File: src/rtl/int_ctrl_pkg.sv
// Shared constants and types for the interrupt source controller:
// register word selects, line indices, CTRL bit positions, per-line FSM states.
package int_ctrl_pkg;

    localparam int NUM_LINES = 4;

    // Word selects taken from addr_dm[4:2]
    localparam logic [2:0] OFF_CTRL   = 3'd0;
    localparam logic [2:0] OFF_LOAD   = 3'd1;
    localparam logic [2:0] OFF_COUNT  = 3'd2;
    localparam logic [2:0] OFF_STATUS = 3'd3;
    localparam logic [2:0] OFF_SWTRIG = 3'd4;

    localparam int IDX_EXTINT = 0;
    localparam int IDX_OVF    = 1;
    localparam int IDX_INV    = 2;
    localparam int IDX_SYS    = 3;

    localparam int CTRL_TEN     = 0;
    localparam int CTRL_ARL     = 1;
    localparam int CTRL_MEN_LSB = 4;

    typedef enum logic [1:0] {
        IDLE    = 2'd0,
        PULSE   = 2'd1,
        SERVICE = 2'd2
    } line_state_e;

endpackage

File: src/rtl/int_line_fsm.sv
// One exception line: takes an enabled pending request, emits a one-cycle
// pulse, then stays in service until a W1C ack arrives.
module int_line_fsm
    import int_ctrl_pkg::*;
(
    input  logic Clk,
    input  logic Rst,
    input  logic pending,
    input  logic mask,
    input  logic ack,
    output logic take,
    output logic pulse,
    output logic insvc
);

    line_state_e state;

    // take is the same-edge clear strobe for the pending bit
    assign take = (state == IDLE) && pending && mask;

    always_ff @(posedge Clk) begin
        if (Rst) begin
            state <= IDLE;
            pulse <= 1'b0;
            insvc <= 1'b0;
        end else begin
            case (state)
                IDLE: begin
                    if (take) begin
                        state <= PULSE;
                        pulse <= 1'b1;
                        insvc <= 1'b1;
                    end
                end
                PULSE: begin
                    state <= SERVICE;
                    pulse <= 1'b0;
                end
                SERVICE: begin
                    if (ack) begin
                        state <= IDLE;
                        insvc <= 1'b0;
                    end
                end
                default: begin
                    state <= IDLE;
                    pulse <= 1'b0;
                    insvc <= 1'b0;
                end
            endcase
        end
    end

endmodule

File: src/rtl/int_source_ctrl.sv
// Memory-mapped interrupt source controller: bus registers, edge detectors,
// down-counter timer and one int_line_fsm per ex_int line.
module int_source_ctrl
    import int_ctrl_pkg::*;
#(
    parameter logic [31:0] BASE_ADDR = 32'hFFFF_0000
) (
    input  logic        Clk,
    input  logic        Rst,
    input  logic        we_dm,
    input  logic [31:0] addr_dm,
    input  logic [31:0] wd_dm,
    output logic [31:0] rd_dm,
    output logic        hit,
    input  logic [3:0]  irq_req,
    output logic [3:0]  ex_int
);

    logic                 ten, arl, exp_q, tmr_exp;
    logic [NUM_LINES-1:0] men, pend, irq_q, take, insvc, ack, ev, tmr_vec;
    logic [31:0]          load, count;
    logic [2:0]           sel;
    logic                 wr, wr_ctrl, wr_load, wr_status, wr_swtrig;
    logic [1:0]           unused_addr;

    assign unused_addr = addr_dm[1:0];

    assign hit       = (addr_dm[31:5] == BASE_ADDR[31:5]);
    assign sel       = addr_dm[4:2];
    assign wr        = we_dm && hit;
    assign wr_ctrl   = wr && (sel == OFF_CTRL);
    assign wr_load   = wr && (sel == OFF_LOAD);
    assign wr_status = wr && (sel == OFF_STATUS);
    assign wr_swtrig = wr && (sel == OFF_SWTRIG);

    // Expiry is the 1->0 step of a running count
    assign tmr_exp = ten && (count == 32'd1);

    always_comb begin
        tmr_vec             = '0;
        tmr_vec[IDX_EXTINT] = tmr_exp;
        ev  = (irq_req & ~irq_q) | (wr_swtrig ? wd_dm[NUM_LINES-1:0] : '0) | tmr_vec;
        ack = wr_status ? wd_dm[NUM_LINES-1:0] : '0;
    end

    always_ff @(posedge Clk) begin
        if (Rst) begin
            ten   <= 1'b0;
            arl   <= 1'b0;
            men   <= '0;
            load  <= '0;
            count <= '0;
            exp_q <= 1'b0;
            pend  <= '0;
            irq_q <= '0;
        end else begin
            irq_q <= irq_req;
            // An event on the take edge re-arms the line instead of being lost
            pend  <= (pend & ~take) | ev;
            exp_q <= tmr_exp;

            if (exp_q) begin
                if (arl) count <= load;
                else     ten   <= 1'b0;
            end else if (ten && (count != 32'd0)) begin
                count <= count - 32'd1;
            end

            if (wr_ctrl) begin
                ten <= wd_dm[CTRL_TEN];
                arl <= wd_dm[CTRL_ARL];
                men <= wd_dm[CTRL_MEN_LSB +: NUM_LINES];
                if (wd_dm[CTRL_TEN] && !ten) count <= load;
            end

            if (wr_load) load <= wd_dm;
        end
    end

    for (genvar g = 0; g < NUM_LINES; g++) begin : g_line
        int_line_fsm u_line (
            .Clk     (Clk),
            .Rst     (Rst),
            .pending (pend[g]),
            .mask    (men[g]),
            .ack     (ack[g]),
            .take    (take[g]),
            .pulse   (ex_int[g]),
            .insvc   (insvc[g])
        );
    end

    always_comb begin
        rd_dm = '0;
        if (hit) begin
            case (sel)
                OFF_CTRL:   rd_dm = {24'b0, men, 2'b0, arl, ten};
                OFF_LOAD:   rd_dm = load;
                OFF_COUNT:  rd_dm = count;
                OFF_STATUS: rd_dm = {24'b0, insvc, pend};
                default:    rd_dm = '0;
            endcase
        end
    end

endmodule
File: config.mk
export PLATFORM = sky130hd
export DESIGN_NAME = int_source_ctrl
export DESIGN_NICKNAME = d
export VERILOG_FILES = /design/src/rtl/int_ctrl_pkg.sv /design/src/rtl/int_line_fsm.sv /design/src/rtl/int_source_ctrl.sv
export SDC_FILE = /design/constraint.sdc
export NUM_CORES = 1
export LEC_CHECK = 0
export CORE_ASPECT_RATIO = 0.7
export CORE_MARGIN = 2
export CORE_UTILIZATION = 51
export DETAILED_ROUTE_END_ITERATION = 8
export MAX_ROUTING_LAYER = met4
export PLACE_DENSITY = 0.8
export SLEW_MARGIN = 20
export SYNTH_ARGS = -nofsm -noshare
export SYNTH_HDL_FRONTEND = slang
export SYNTH_SLANG_ARGS = --single-unit
export TNS_END_PERCENT = 10
File: constraint.sdc
create_clock -name Clk -period 3.5 [get_ports Clk]
set_input_delay 0.7 -clock Clk [delete_from_list [all_inputs] [get_ports Clk]]
set_output_delay 0.7 -clock Clk [all_outputs]
set_load 0.005 [all_outputs]
==> impl_metrics.py <==
metrics = {
    "placed_design": {
        "placed_area_sq_um": 6370,
        "place_hpwl_mm": 11.8,
        "gpl_wtd_cong": 0.931,
        "place_inst": 858,
        "place.port_buffers": 105,
    },
    "synthesis": {
        "synth_area_per_cell_sq_um": 7.97,
        "yosys_register_bits": 95,
        "yosysTopAreaCellShare": 0.374,
        "multiplexer_fraction_of_the_synthesized_cell_area": 0.0382,
        "yosys.area_share.simple": 0.295,
        "synth_xor_xnor_area_share": 0.00862,
        "synth_top_cells_by_count": "95 x sky130_fd_sc_hd__dfxtp_1, 91 x sky130_fd_sc_hd__nand2_1, 62 x sky130_fd_sc_hd__nor2_1",
        "combinational_family_with_the_most_area_after_synthesis": "simple AND/OR/NAND/NOR gates",
        "synth.top_cells.by_area": "sky130_fd_sc_hd__dfxtp_1 37%, sky130_fd_sc_hd__nand2_1 6.7%, sky130_fd_sc_hd__a21oi_1 5.0%",
        "synth_warnings": 0,
        "synth_largest_area_cell": "sky130_fd_sc_hd__dfxtp_1",
        "syn-instance-count": 638,
        "synth-edff-count": 0,
        "synth-adder-area-share": 0.00739,
        "async_reset_ff_frac": 0,
        "seq_area_frac_synth": 0.374,
        "fraction_of_the_mapped_netlist_area_in_compound_gates": 0.225,
        "synthMostInstantiatedCell": "sky130_fd_sc_hd__dfxtp_1",
        "synthesis.area_sq_um": 5080,
        "ys.flop_type": "sky130_fd_sc_hd__dfxtp_1",
        "postSynthNetCount": 712,
        "synthDistinctLibCells": 70,
    },
    "routing": {
        "ant_nets": 0,
        "avgRoutedWirePerCell_um": 18.8,
        "detailedRoute.firstIterationViolations": 614,
        "via_per_inst": 6.29,
        "drt-total-wl_mm": 16.5,
        "route.detailed.drc": 0,
        "drtPass1Iterations": 6,
        "detailroute.via_count": 5516,
    },
    "critical_path": {
        "most_repeated_library_cell_on_the_critical_path": "sky130_fd_sc_hd__clkdlybuf4s50_1",
        "critPathLaunch": "addr_dm[29]",
        "startpoint_of_the_most_critical_register_to_register_path": "count[0]",
        "critical_path.slowest_cell": "sky130_fd_sc_hd__clkdlybuf4s50_1",
        "end_kind": "output pin",
        "timing.critical_path.max_delay_family": "buffers and inverters",
        "cp_data_required_time_ns": 2.80,
        "crit_fanout": 24,
        "critPathBufInv": 4,
        "critPathArrivalTime_ns": 2.96,
        "critical_path.cell_chain": "clkdlybuf4s50_1 -> nand4b_1 -> nor4_2 -> nor4b_4 -> buf_4 -> nand2b_1 -> buf_6 -> nor2_1 -> clkdlybuf4s50_1",
        "timing_worst_setup_path_type": "in2out",
        "setup.worst_path.start_class": "primary input",
        "critPathMaxStageDelay_ns": 0.53,
    },
    "global_route": {
        "grt.overflow.total": 0,
        "gr-usage-met1": 0.441,
        "maximum_number_of_pins_on_one_net_before_global_route_repair": 60,
        "globalRouteMet3Util": 0.0596,
        "grt_first_pass_wirelength_mm": 25.8,
        "met2_usage": 0.486,
        "grt_use_total": 0.319,
        "via_count_of_the_first_global_routing_pass": 5089,
        "antenna_found_initial": 0,
        "gr-max-usage-layer": "met2",
    },
    "sta": {
        "layout_min_cycle_time_ns": 3.66,
        "worst_slew_pin_slew_ns": 0.951,
        "grt_setup_unrepaired": "yes",
        "post_route_setup_tns_ns": -2.73,
        "setup_viol": 22,
        "max_clock_freq_mhz": 273,
        "number_of_slew_limit_violations_in_the_final_report": 0,
        "min_period_over_period": 1.05,
        "final.setup_skew_ns": 0.00375,
        "hold_viol": 0,
        "post-route-worst-setup-slack_ns": -0.159,
        "worst_slew_margin": 0.364,
        "finalHoldWorstSlack_ns": 0.451,
    },
    "power": {
        "vdd_drop_max_uv": 224,
        "static-leakage-power_nw": 2.40,
        "pwr_density_cell_nw_per_um2": 347,
    },
    "floorplanning": {
        "die_width_um": 123,
        "core-area_sq_um": 9680,
        "floorplan.initialDensity": 0.525,
        "rows": 30,
        "dieArea_sq_um": 10800,
        "dieHeight_um": 87.5,
        "io_pins": 108,
    },
    "clock_tree": {
        "cts.clk_slew.worst_paths_ns": 0.07,
        "clock-sinks": 95,
        "worst_case_clock_buffer_depth": 2,
        "h_tree_depth": 3,
        "root_buffer": "sky130_fd_sc_hd__clkbuf_16",
        "numCtsBuffers": 9,
        "cts_tree": "yes",
        "clk-insertion-delay-late_ns": 0.35,
    },
    "min_path": {
        "hp-class": "reg2reg",
        "hold_start": "g_line[3].u_line.pulse",
    },
    "final_layout": {
        "area_overhead_of_the_layout_relative_to_synthesis_pct": 33.0,
        "final_net_count": 818,
        "final_cell_area_sq_um": 6760,
        "antenna_cells_inserted": 0,
        "stdcell_count": 877,
        "fraction_of_final_layout_cells_sized_beyond_drive_strength_1": 0.113,
        "num-fill-cells": 792,
    },
    "status": {
        "violations": "negative setup slack",
        "result_of_the_run": "complete, but fails checks",
    },
    "job": {
        "maxCapViolCount": 0,
    },
}
==> report_power, final <==
group | internal, mW | total [mW] | switching (mW)
sequential | 1.09 | 1.09 | 0.00309
clock | 0.635 | 1.08 | 0.449
combinational | 0.0972 | 0.171 | 0.0735
total | 1.82 | 2.34 | 0.525
==> routing by layer <==
layer,vias to the layer above,part of all wire
met4,0,0.012
met2,320,0.44
li1,2567,-
met5,-,0
met1,2605,0.45
met3,24,0.095
==> state kept, by name (all words and copies together) (netlist names) <==
signal,count
arl,1
count,32
exp_q,1
g_line.u_line.insvc,4
g_line.u_line.pulse,4
g_line.u_line.state,8
irq_q,4
load,32
men,4
pend,4
ten,1
==> stage by stage <==
| stage | power, mW | utilization | worst slack, ns |
|---|---|---|---|
| floorplan | 1.17 | - | 0.595 |
| global placement | 1.28 | 0.658 | -0.431 |
| detailed placement | 1.28 | 0.658 | -0.495 |
| CTS | 2.35 | 0.697 | -0.217 |
| global route | 2.41 | 0.698 | -0.261 |
| finish | 2.34 | 0.698 | -0.159 |
==> cells by family (layout without fill, tap and decap cells) <==
kind of cell             Yosys count  after routing
AND/OR/NAND/NOR                  291            291
XOR/XNOR                           5              5
AO/OA/AOI/OAI                    164            164
adder cells (fa/ha/maj)            3              3
multiplexers                      19             19
buffers and inverters             61            172
flip-flops                        95             95
==> cells in the final DEF (no fill, tap or decap), drive strengths merged, types with 11 or more instances in the layout <==
cell / netlist / routed
nor3: 12 / 12
nor4: 19 / 19
a22o: 11 / 11
nand3: 19 / 19
nand2b: 15 / 15
inv: 11 / 13
mux2i: 16 / 16
clkdlybuf4s50: 0 / 94
nor2: 63 / 63
or4: 12 / 12
o21ai: 13 / 13
dfxtp: 95 / 95
buf: 16 / 40
a211oi: 14 / 14
a21oi: 51 / 51
clkbuf: 33 / 11
a22oi: 26 / 26
nand2: 91 / 91
==> cell type report <==
type	instances	area (sq um)	area share
clock buffer	9	225	0.0333
clock inverter	7	104	0.0154
inverter	12	45.0	0.00667
multi-input combinational	482	2970	0.440
sequential	95	1900	0.281
tap	128	160	0.0237
timing repair buffer	144	1350	0.200
==> path summary, 6_finish.rpt <==
kind / depth (start not counted) / slack [ns] / endpoint
max: 9 / -0.16 / rd_dm[17]
min reg2reg: 1 / 0.45 / g_line[3].u_line.pulse
min: 1 / 0.45 / g_line[3].u_line.pulse
max reg2reg: 7 / 0.46 / count[25]
==> worst register-to-register path, delay by kind of cell (launching register included) <==
kind,cells,cell delay [ns]
compound gates,2,0.97
buf+inv,1,0.14
fa+ha+maj,1,0.18
simple gates,3,1.27
flops,1,0.36
==> timing repair <==
| action | 4_1_cts | 5_1_grt |
|---|---|---|
| hold buffers | 0 | 0 |
| endpoints found under the setup margin | 32 | 32 |
| pin swaps | 2 | 3 |
| gates resized for setup | 16 | 7 |
| setup buffers | 3 | 0 |
| cloned | 0 | 0 |
No activity file was read; power rests on OpenSTA's default activity.
